$ cat src/rtl/hazard_redirect_ctrl_pkg.sv
// Shared types and encodings for the hazard/forwarding controller.
// Holds the forwarding selects, the FSM states, the shadow entry and its match test.
package hazard_redirect_ctrl_pkg;

  localparam int unsigned REG_W = 5;
  localparam int unsigned SEL_W = 2;

  localparam logic [SEL_W-1:0] SEL_RF    = 2'b00;
  localparam logic [SEL_W-1:0] SEL_EXMEM = 2'b01;
  localparam logic [SEL_W-1:0] SEL_MEMWB = 2'b10;

  typedef enum logic {
    RUN      = 1'b0,
    LU_STALL = 1'b1
  } state_e;

  typedef struct packed {
    logic             valid;
    logic             wr;
    logic [REG_W-1:0] dst;
    logic             load;
  } shadow_t;

  localparam shadow_t SHADOW_BUBBLE = '0;

  // A source operand depends on an in-flight entry; r0 never creates a dependency.
  function automatic logic entry_match(input shadow_t e, input logic [REG_W-1:0] src,
                                       input logic use_src);
    return e.valid && e.wr && (e.dst == src) && (src != '0) && use_src;
  endfunction

endpackage

$ cat src/rtl/hazard_redirect_ctrl_if.sv
// ID-stage request and hazard/forwarding response bundle.
// master drives the ID instruction fields; slave is the hazard controller.
interface hazard_redirect_ctrl_if #(
  parameter int unsigned CNT_W = 16
);
  import hazard_redirect_ctrl_pkg::*;

  logic             id_valid;
  logic [REG_W-1:0] id_rs;
  logic [REG_W-1:0] id_rt;
  logic             id_use_rs;
  logic             id_use_rt;
  logic             id_wr;
  logic [REG_W-1:0] id_wdst;
  logic             id_load;
  logic             ex_taken;

  logic [SEL_W-1:0] rfd1sel;
  logic [SEL_W-1:0] rfd2sel;
  logic             stall;
  logic             pc_en;
  logic             flush;
  logic [CNT_W-1:0] stall_cnt;
  logic [CNT_W-1:0] flush_cnt;

  modport master (
    output id_valid, id_rs, id_rt, id_use_rs, id_use_rt, id_wr, id_wdst, id_load, ex_taken,
    input  rfd1sel, rfd2sel, stall, pc_en, flush, stall_cnt, flush_cnt
  );

  modport slave (
    input  id_valid, id_rs, id_rt, id_use_rs, id_use_rt, id_wr, id_wdst, id_load, ex_taken,
    output rfd1sel, rfd2sel, stall, pc_en, flush, stall_cnt, flush_cnt
  );

endinterface

$ cat src/rtl/hazard_redirect_ctrl_src_match.sv
// Per-operand dependency check against the EX/MEM/WB shadow entries.
// Youngest match wins; a load in EX gives no forward path and reports a load-use hit.
module hazard_src_match
  import hazard_redirect_ctrl_pkg::*;
(
  input  logic [REG_W-1:0] src,
  input  logic             use_src,
  input  shadow_t          ex,
  input  shadow_t          mem,
  input  shadow_t          wb,
  output logic [SEL_W-1:0] sel_c,
  output logic             lu_hit_c
);

  logic ex_hit_c;
  logic mem_hit_c;
  logic wb_hit_c;

  assign ex_hit_c  = entry_match(ex,  src, use_src);
  assign mem_hit_c = entry_match(mem, src, use_src);
  assign wb_hit_c  = entry_match(wb,  src, use_src);
  assign lu_hit_c  = ex_hit_c && ex.load;

  always_comb begin
    sel_c = SEL_RF;
    if (ex_hit_c) begin
      sel_c = ex.load ? SEL_RF : SEL_EXMEM;
    end else if (mem_hit_c) begin
      sel_c = SEL_MEMWB;
    end else if (wb_hit_c) begin
      // The register file writes before it reads, so WB needs no bypass.
      sel_c = SEL_RF;
    end
  end

endmodule

$ cat src/rtl/hazard_redirect_ctrl.sv
// Hazard and forwarding controller: shadow EX/MEM/WB destinations, load-use stall,
// taken-branch flush and saturating stall/flush event counters.
module hazard_redirect_ctrl
  import hazard_redirect_ctrl_pkg::*;
#(
  parameter int unsigned CNT_W = 16
) (
  input logic                  clk,
  input logic                  rst_n,
  hazard_redirect_ctrl_if.slave bus
);

  localparam logic [CNT_W-1:0] CNT_MAX = '1;

  shadow_t          ex_q, mem_q, wb_q;
  shadow_t          id_entry;
  state_e           state_q, state_d;
  logic [SEL_W-1:0] sel1_c, sel2_c;
  logic             lu1_c, lu2_c;
  logic             load_use_c, stall_c, flush_c;
  logic             assert_fail;
  logic [CNT_W-1:0] stall_cnt_q, flush_cnt_q;

  hazard_src_match u_src_rs (
    .src      (bus.id_rs),
    .use_src  (bus.id_use_rs),
    .ex       (ex_q),
    .mem      (mem_q),
    .wb       (wb_q),
    .sel_c    (sel1_c),
    .lu_hit_c (lu1_c)
  );

  hazard_src_match u_src_rt (
    .src      (bus.id_rt),
    .use_src  (bus.id_use_rt),
    .ex       (ex_q),
    .mem      (mem_q),
    .wb       (wb_q),
    .sel_c    (sel2_c),
    .lu_hit_c (lu2_c)
  );

  assign id_entry = '{valid: bus.id_valid, wr: bus.id_wr, dst: bus.id_wdst, load: bus.id_load};

  // Hazard decode and FSM next state; a taken branch overrides the load-use stall.
  always_comb begin
    state_d     = state_q;
    load_use_c  = bus.id_valid && (lu1_c || lu2_c);
    flush_c     = bus.ex_taken;
    stall_c     = load_use_c && !flush_c;
    assert_fail = (state_q == LU_STALL) && load_use_c;
    case (state_q)
      RUN:      if (stall_c) state_d = LU_STALL;
      LU_STALL: state_d = RUN;
    endcase
  end

  assign bus.rfd1sel   = stall_c ? SEL_RF : sel1_c;
  assign bus.rfd2sel   = stall_c ? SEL_RF : sel2_c;
  assign bus.stall     = stall_c;
  assign bus.pc_en     = !stall_c;
  assign bus.flush     = flush_c;
  assign bus.stall_cnt = stall_cnt_q;
  assign bus.flush_cnt = flush_cnt_q;

  // Shadow pipeline advances every edge; stalled or flushed ID enters as a bubble.
  always_ff @(posedge clk or negedge rst_n) begin
    if (!rst_n) begin
      ex_q    <= SHADOW_BUBBLE;
      mem_q   <= SHADOW_BUBBLE;
      wb_q    <= SHADOW_BUBBLE;
      state_q <= RUN;
    end else begin
      wb_q    <= mem_q;
      mem_q   <= ex_q;
      ex_q    <= (!stall_c && !flush_c) ? id_entry : SHADOW_BUBBLE;
      state_q <= state_d;
    end
  end

  always_ff @(posedge clk or negedge rst_n) begin
    if (!rst_n) begin
      stall_cnt_q <= '0;
      flush_cnt_q <= '0;
    end else begin
      if (stall_c && (stall_cnt_q != CNT_MAX)) stall_cnt_q <= stall_cnt_q + CNT_W'(1);
      if (flush_c && (flush_cnt_q != CNT_MAX)) flush_cnt_q <= flush_cnt_q + CNT_W'(1);
    end
  end

  // The post-stall bubble leaves EX empty, so a back-to-back load-use cannot occur.
  a_no_double_stall: assert property (@(posedge clk) disable iff (!rst_n) !assert_fail);

endmodule

$ cat src/flat_wrapper.sv
// flat-port wrapper written by rule: the top's interface ports become plain ports
module hazard_redirect_ctrl_flat import hazard_redirect_ctrl_pkg::*;
#(
  parameter int unsigned CNT_W = 16
)
  (clk, rst_n, bus_id_valid, bus_id_rs, bus_id_rt, bus_id_use_rs, bus_id_use_rt, bus_id_wr, bus_id_wdst, bus_id_load, bus_ex_taken, bus_rfd1sel, bus_rfd2sel, bus_stall, bus_pc_en, bus_flush, bus_stall_cnt, bus_flush_cnt);
  hazard_redirect_ctrl_if #(.CNT_W(CNT_W)) bus_i ();
  input logic clk;
  input logic rst_n;
  input wire logic [$bits(bus_i.id_valid)-1:0] bus_id_valid;
  input wire logic [$bits(bus_i.id_rs)-1:0] bus_id_rs;
  input wire logic [$bits(bus_i.id_rt)-1:0] bus_id_rt;
  input wire logic [$bits(bus_i.id_use_rs)-1:0] bus_id_use_rs;
  input wire logic [$bits(bus_i.id_use_rt)-1:0] bus_id_use_rt;
  input wire logic [$bits(bus_i.id_wr)-1:0] bus_id_wr;
  input wire logic [$bits(bus_i.id_wdst)-1:0] bus_id_wdst;
  input wire logic [$bits(bus_i.id_load)-1:0] bus_id_load;
  input wire logic [$bits(bus_i.ex_taken)-1:0] bus_ex_taken;
  output wire logic [$bits(bus_i.rfd1sel)-1:0] bus_rfd1sel;
  output wire logic [$bits(bus_i.rfd2sel)-1:0] bus_rfd2sel;
  output wire logic [$bits(bus_i.stall)-1:0] bus_stall;
  output wire logic [$bits(bus_i.pc_en)-1:0] bus_pc_en;
  output wire logic [$bits(bus_i.flush)-1:0] bus_flush;
  output wire logic [$bits(bus_i.stall_cnt)-1:0] bus_stall_cnt;
  output wire logic [$bits(bus_i.flush_cnt)-1:0] bus_flush_cnt;
  assign bus_i.id_valid = bus_id_valid;
  assign bus_i.id_rs = bus_id_rs;
  assign bus_i.id_rt = bus_id_rt;
  assign bus_i.id_use_rs = bus_id_use_rs;
  assign bus_i.id_use_rt = bus_id_use_rt;
  assign bus_i.id_wr = bus_id_wr;
  assign bus_i.id_wdst = bus_id_wdst;
  assign bus_i.id_load = bus_id_load;
  assign bus_i.ex_taken = bus_ex_taken;
  assign bus_rfd1sel = bus_i.rfd1sel;
  assign bus_rfd2sel = bus_i.rfd2sel;
  assign bus_stall = bus_i.stall;
  assign bus_pc_en = bus_i.pc_en;
  assign bus_flush = bus_i.flush;
  assign bus_stall_cnt = bus_i.stall_cnt;
  assign bus_flush_cnt = bus_i.flush_cnt;
  hazard_redirect_ctrl #(.CNT_W(CNT_W)) u_core (.clk(clk), .rst_n(rst_n), .bus(bus_i));
endmodule
$ cat config.mk
export PLATFORM = sky130hd
export DESIGN_NAME = hazard_redirect_ctrl_flat
export DESIGN_NICKNAME = d
export VERILOG_FILES = /design/src/rtl/hazard_redirect_ctrl_pkg.sv /design/src/rtl/hazard_redirect_ctrl_if.sv /design/src/rtl/hazard_redirect_ctrl_src_match.sv /design/src/rtl/hazard_redirect_ctrl.sv /design/src/flat_wrapper.sv
export SDC_FILE = /design/constraint.sdc
export NUM_CORES = 1
export LEC_CHECK = 0
export ABC_AREA = 1
export CAP_MARGIN = 30
export CORE_ASPECT_RATIO = 0.75
export CORE_MARGIN = 2
export CORE_UTILIZATION = 46
export CTS_CLUSTER_SIZE = 20
export DETAILED_ROUTE_END_ITERATION = 12
export GPL_ROUTABILITY_DRIVEN = 0
export PLACE_DENSITY = 0.81
export REMOVE_ABC_BUFFERS = 1
export SLEW_MARGIN = 20
export SYNTH_ARGS = -nofsm -noshare
export SYNTH_HDL_FRONTEND = slang
export SYNTH_SLANG_ARGS = --single-unit
$ cat constraint.sdc
create_clock -name clk -period 1.99 [get_ports clk]
set_input_delay 0.597 -clock clk [delete_from_list [all_inputs] [get_ports clk]]
set_output_delay 0.597 -clock clk [all_outputs]
set_load 0.03 [all_outputs]
-- Yosys cells after proc, flatten, opt, wreduce, memory -nomap -nowiden
Cells that the tools add are included.
- output and inout bits: 39
- input bits: 23
- register bits: 47
- word-level logic and storage cells: 51
- add/subtract/negate cells: 2
- eq/ne operators: 6
- mux-type cells: 8
- reductions and logical operators: 26
- operators with widths (kind ; number):
    adder 16 x 1 -> 16 bit, second input constant ; 2
    != test 16 bit, second input constant ; 2
    logical AND 1 bit ; 21
    == test 5 bit ; 4
    2-to-1 mux 2 bit ; 6
    nonzero test 5 bit ; 2
    2-to-1 mux 8 bit ; 1
    logical NOT 1 bit ; 2
    logical OR 1 bit ; 1
    2-to-1 mux 1 bit ; 1

-- Logic depth before layout (Yosys ltp)
- word-level depth: 11
- gate-level depth with buffers: 12

-- Hierarchy
Synthesis repeated with hierarchy kept, for this count alone.
- cell total of the unflattened synthesis: 466
- area, all modules: 3315.7 um2
- modules (own cells, without submodules) (module ; seq. area each (um2) ; instances ; area each (um2) ; cells an instance):
    hazard_redirect_ctrl ; 1401.3 ; 1 ; 2735.1 ; 334
    hazard_src_match ; 0.0 ; 2 ; 290.3 ; 66

-- Worst setup path after synthesis
Ideal clock, no wire load.
- path kind: in2out
- from: input bus_id_rs[0]
- to: output bus_rfd1sel[1]
- data required time: 1393 ps
- data arrival time: 1610 ps
- cell stages on the path: 8
- path buffers: 0
- slack: -217 ps
- cells stage by stage: or2_0 -> nor2_1 -> nor2_1 -> nand2_2 -> nand2_4 -> nand3_4 -> nand4_1 -> inv_1
- longest elaborated chain between the ends: 9
- elaborated cells between the ends (all ways): 16
- those cells by class: eq/ne (2); mux (3); reduce/logical (11)
- RTL lines (element ; line ; RTL):
    from (decl) ; flat_wrapper.sv:11 ; input wire logic [$bits(bus_i.id_rs)-1:0] bus_id_rs;
    == test 5 bit ; hazard_redirect_ctrl_pkg.sv:29 ; return e.valid && e.wr && (e.dst == src) && (src != '0) && use_src;
    logical AND 1 bit (3 in a row) ; hazard_redirect_ctrl_pkg.sv:29 ;
    logical AND 1 bit ; hazard_redirect_ctrl_src_match.sv:22 ; assign lu_hit_c = ex_hit_c && ex.load;
    logical OR 1 bit ; hazard_redirect_ctrl.sv:49 ; load_use_c = bus.id_valid && (lu1_c || lu2_c);
    logical AND 1 bit ; hazard_redirect_ctrl.sv:49 ;
    logical AND 1 bit ; hazard_redirect_ctrl.sv:51 ; stall_c = load_use_c && !flush_c;
    2-to-1 mux 2 bit * ; hazard_redirect_ctrl.sv:59 ; assign bus.rfd1sel = stall_c ? SEL_RF : sel1_c;
    to (decl) ; flat_wrapper.sv:19 ; output wire logic [$bits(bus_i.rfd1sel)-1:0] bus_rfd1sel;
Every way passes the cells marked *; elsewhere a longest branch is shown, timed or not.

-- Final worst setup path
- from: register u_core.ex_q[5] (netlist bit)
- to: output bus_rfd2sel[1]
- longest elaborated chain between the ends: 9
- elaborated cells between the ends (all ways): 15
- those cells by class: eq/ne (2); mux (2); reduce/logical (11)
- RTL lines (element ; line ; RTL):
    from (decl) ; hazard_redirect_ctrl.sv:15 ; shadow_t ex_q, mem_q, wb_q;
    from (signal assigned) ; hazard_redirect_ctrl.sv:77 ; ex_q <= (!stall_c && !flush_c) ? id_entry : SHADOW_BUBBLE;
    == test 5 bit ; hazard_redirect_ctrl_pkg.sv:29 ;
    logical AND 1 bit (3 in a row) ; hazard_redirect_ctrl_pkg.sv:29 ;
    logical AND 1 bit ; hazard_redirect_ctrl_src_match.sv:22 ;
    logical OR 1 bit ; hazard_redirect_ctrl.sv:49 ;
    logical AND 1 bit ; hazard_redirect_ctrl.sv:49 ;
    logical AND 1 bit ; hazard_redirect_ctrl.sv:51 ;
    2-to-1 mux 2 bit * ; hazard_redirect_ctrl.sv:60 ; assign bus.rfd2sel = stall_c ? SEL_RF : sel2_c;
    to (decl) ; flat_wrapper.sv:20 ; output wire logic [$bits(bus_i.rfd2sel)-1:0] bus_rfd2sel;
Marks and branches as above.

==> flow_summary.ini <==
[timing]
report.final.setup_viol = 6
slew_viol_final = 0
holdWs_ps = 139.3
worstMarginPinSlew_ps = 314.2
fin_crit_sh = 1.151
finClkSkew_ps = 9.348
relSlewSlack = 0.7886
hold_viol = 0
max_freq_mhz = 436.7
period_needed_ps = 2290
layout_setup_ws_ps = -299.7
rsz0062_at_grt = yes

[setup_path]
cpPeakStageDelay_ps = 450
r2r-end = u_core.ex_q[2]
critPathKind = reg -> out
crit_buf_inv = 4
startpoint_type = register
cp_top_family = simple AND/OR/NAND/NOR gates
required_ps = 1390
cp_max_fo = 4
cp-end-kind = primary output
critPathSlowestCell = dfrtp_1
reg2reg_from = u_core.ex_q[5]
path_cells = inv_2 -> buf_4 -> nand2_1 -> nand3_1 -> nor2_2 -> nand2_2 -> nand2_4 -> nand3_4 -> nand4_1 -> inv_1 -> buf_6
reg2reg_depth = 13
arrival_ps = 1690
r2r_setup_slack_ps = 140

[power]
p_per_area_nw_per_um2 = 621.9
vdd_drop_max_v = 0.0006166
leakagePower_nw = 2.069

[clock_network]
clkTransAtPathRegs_ps = 90
h-tree-depth = 2
cts_hold_buf = 0
clock_sinks = 47
cts_tree = built
clock_latency_ps = 300
root_buffer = clkbuf_8
clock_path_buffers = 2
numCtsBuffers = 5

[placed_design]
dp_hpwl_um = 5063
place_inst = 518
dpl_worst_slack_ps = -691.6
io_buffers = 61

[run_status]
violations = setup timing
outcome = finished, violations left

[floorplan]
coreArea_sq_um = 5796
io_pins = 62
rows = 24
die_x_um = 93.08
initial_core_util = 0.4724
fp.dieH_um = 70.81
die_area_sq_um = 6591

[grt]
grt_pass1_wl_um = 11630
antenna_found_initial = 0
grt_pass1_vias = 2590
grt_usage = 0.2188
grt-ovfl-total = 0
grt_max_degree = 41

[layout]
syn_to_final_growth_pct = 34.55
fill_cells = 508
nets = 481
drive_above_1_share = 0.1969
final_common_cell = nand2_1
final_cell_count_no_fill = 535
final_cell_mix = nand2_1 (109), inv_1 (54), dfrtp_1 (45)
diodes = 0

[synthesis]
ys_seq_elements = 47
yosysSeqAreaShare = 0.4296
synth_edf_count = 0
syn_avg_cell_area_sq_um = 7.480
syn_area_sq_um = 2738
postSynth.asyncResetShare = 1.000
synth_ff_type = dfrtp_1
synth_cell_types = 29
syn_inst = 366
yosysWarnings = 0

[drt]
antenna_left = 0
wl_per_cell_um = 12.68
first_pass_iters = 5
drt_iter0_drc = 149
route.detailed.drc = 0
num_vias = 2597
routed_wl_um = 6784
via_per_inst = 4.854

[job]
cap_violations = 0

[hold_path]
hp-class = in -> async
-- worst register-to-register path, cell delays in order, from the launching register on --
cell and delay, ps:
dfrtp_1 450, inv_2 60, buf_4 130, nand2_1 50
nand3_1 70, nor2_2 110, nand2_2 80, nand2_4 70
buf_4 100, buf_4 90, buf_4 200, nand2_1 120
nand2_2 150, nor2_1 70
-- flip-flops by register name (all words and copies together), names as in the netlist --
name                  count
u_core.bus.stall_cnt     16
u_core.ex_q               8
u_core.mem_q              7
u_core.bus.flush_cnt     16
-- area by class of cell --
cell class	count	area (sq um)	area share
inverters	64	244.0	0.06624
well taps	78	97.59	0.02649
clock inverters	3	22.52	0.006114
flip-flops and latches	47	1179	0.3200
multi-input cells	249	1310	0.3556
clock buffers	5	68.82	0.01868
repair buffers	89	762.0	0.2069
-- repair_timing --
| action | CTS | global route |
|---|---|---|
| resized for setup | 90 | 10 |
| setup buffers | 6 | 3 |
| hold endpoints to repair | 0 | 0 |
| setup endpoints to repair | 40 | 11 |
| pin swaps | 21 | 8 |
-- synth_stat cells, types with 4 or more instances --
cell type  instances  area, sq um
nand3_1           16        80.08
nand3_2            9        90.09
nand2_1          110        412.9
nand4_1           22        137.6
o21ai_0            4        20.02
nor3_1             9        45.04
inv_2              4        15.01
nor2_1            41        153.9
inv_1             58        217.7
dfrtp_1           47         1176
xnor2_1           13        113.9
xor2_1            11        96.34
-- power by group --
part	internal, mW	switching (mW)
sequential	1.04	0.0861
combinational	0.236	0.341
clock	0.252	0.339
-- metal layers --
layer | GRT usage | share of wire
met3 | 0.04579 | 0.057
met5 | 0 | 0
met4 | 0.05392 | 0.0094
met1 | 0.2995 | 0.48
met2 | 0.3591 | 0.46
-- cells by family (layout without fill, tap and decap cells) --
family	count (synthesis)	in the layout	synth area share
XOR/XNOR	24	24	0.07678
adder cells (fa/ha/maj)	2	2	0.009139
AO/OA/AOI/OAI	6	6	0.01234
buffers and inverters	70	161	0.1051
flip-flops	47	47	0.4296
AND/OR/NAND/NOR	217	217	0.3670
-- through the flow --
stage                     setup TNS (ps)  total power [mW]  cell area [sq um]  utilization
after global routing               -2063             2.408               3684       0.6356
after floorplan                   -722.2             1.435               2693            -
final                              -1520             2.291               3684       0.6356
after CTS                          -1362             2.311               3633       0.6269
after detailed placement          -10890             1.748               3533       0.6097
after global placement             -9581             1.737               3533       0.6097
-- how the worst max path moves through the flow --
stage / start / end / slack (ps) / depth (start not counted)
final: u_core.ex_q[5] / bus_rfd2sel[1] / -300 / 11
after global routing: u_core.ex_q[5] / bus_rfd2sel[1] / -410 / 11
after CTS: u_core.ex_q[1] / bus_rfd1sel[1] / -280 / 9
after detailed placement: bus_id_rs[0] / bus_rfd2sel[1] / -690 / 10
after global placement: bus_id_rs[0] / bus_rfd1sel[1] / -650 / 10
after floorplan: bus_id_rs[0] / bus_rfd1sel[1] / -270 / 8
Power figures use the tool's default switching activity.
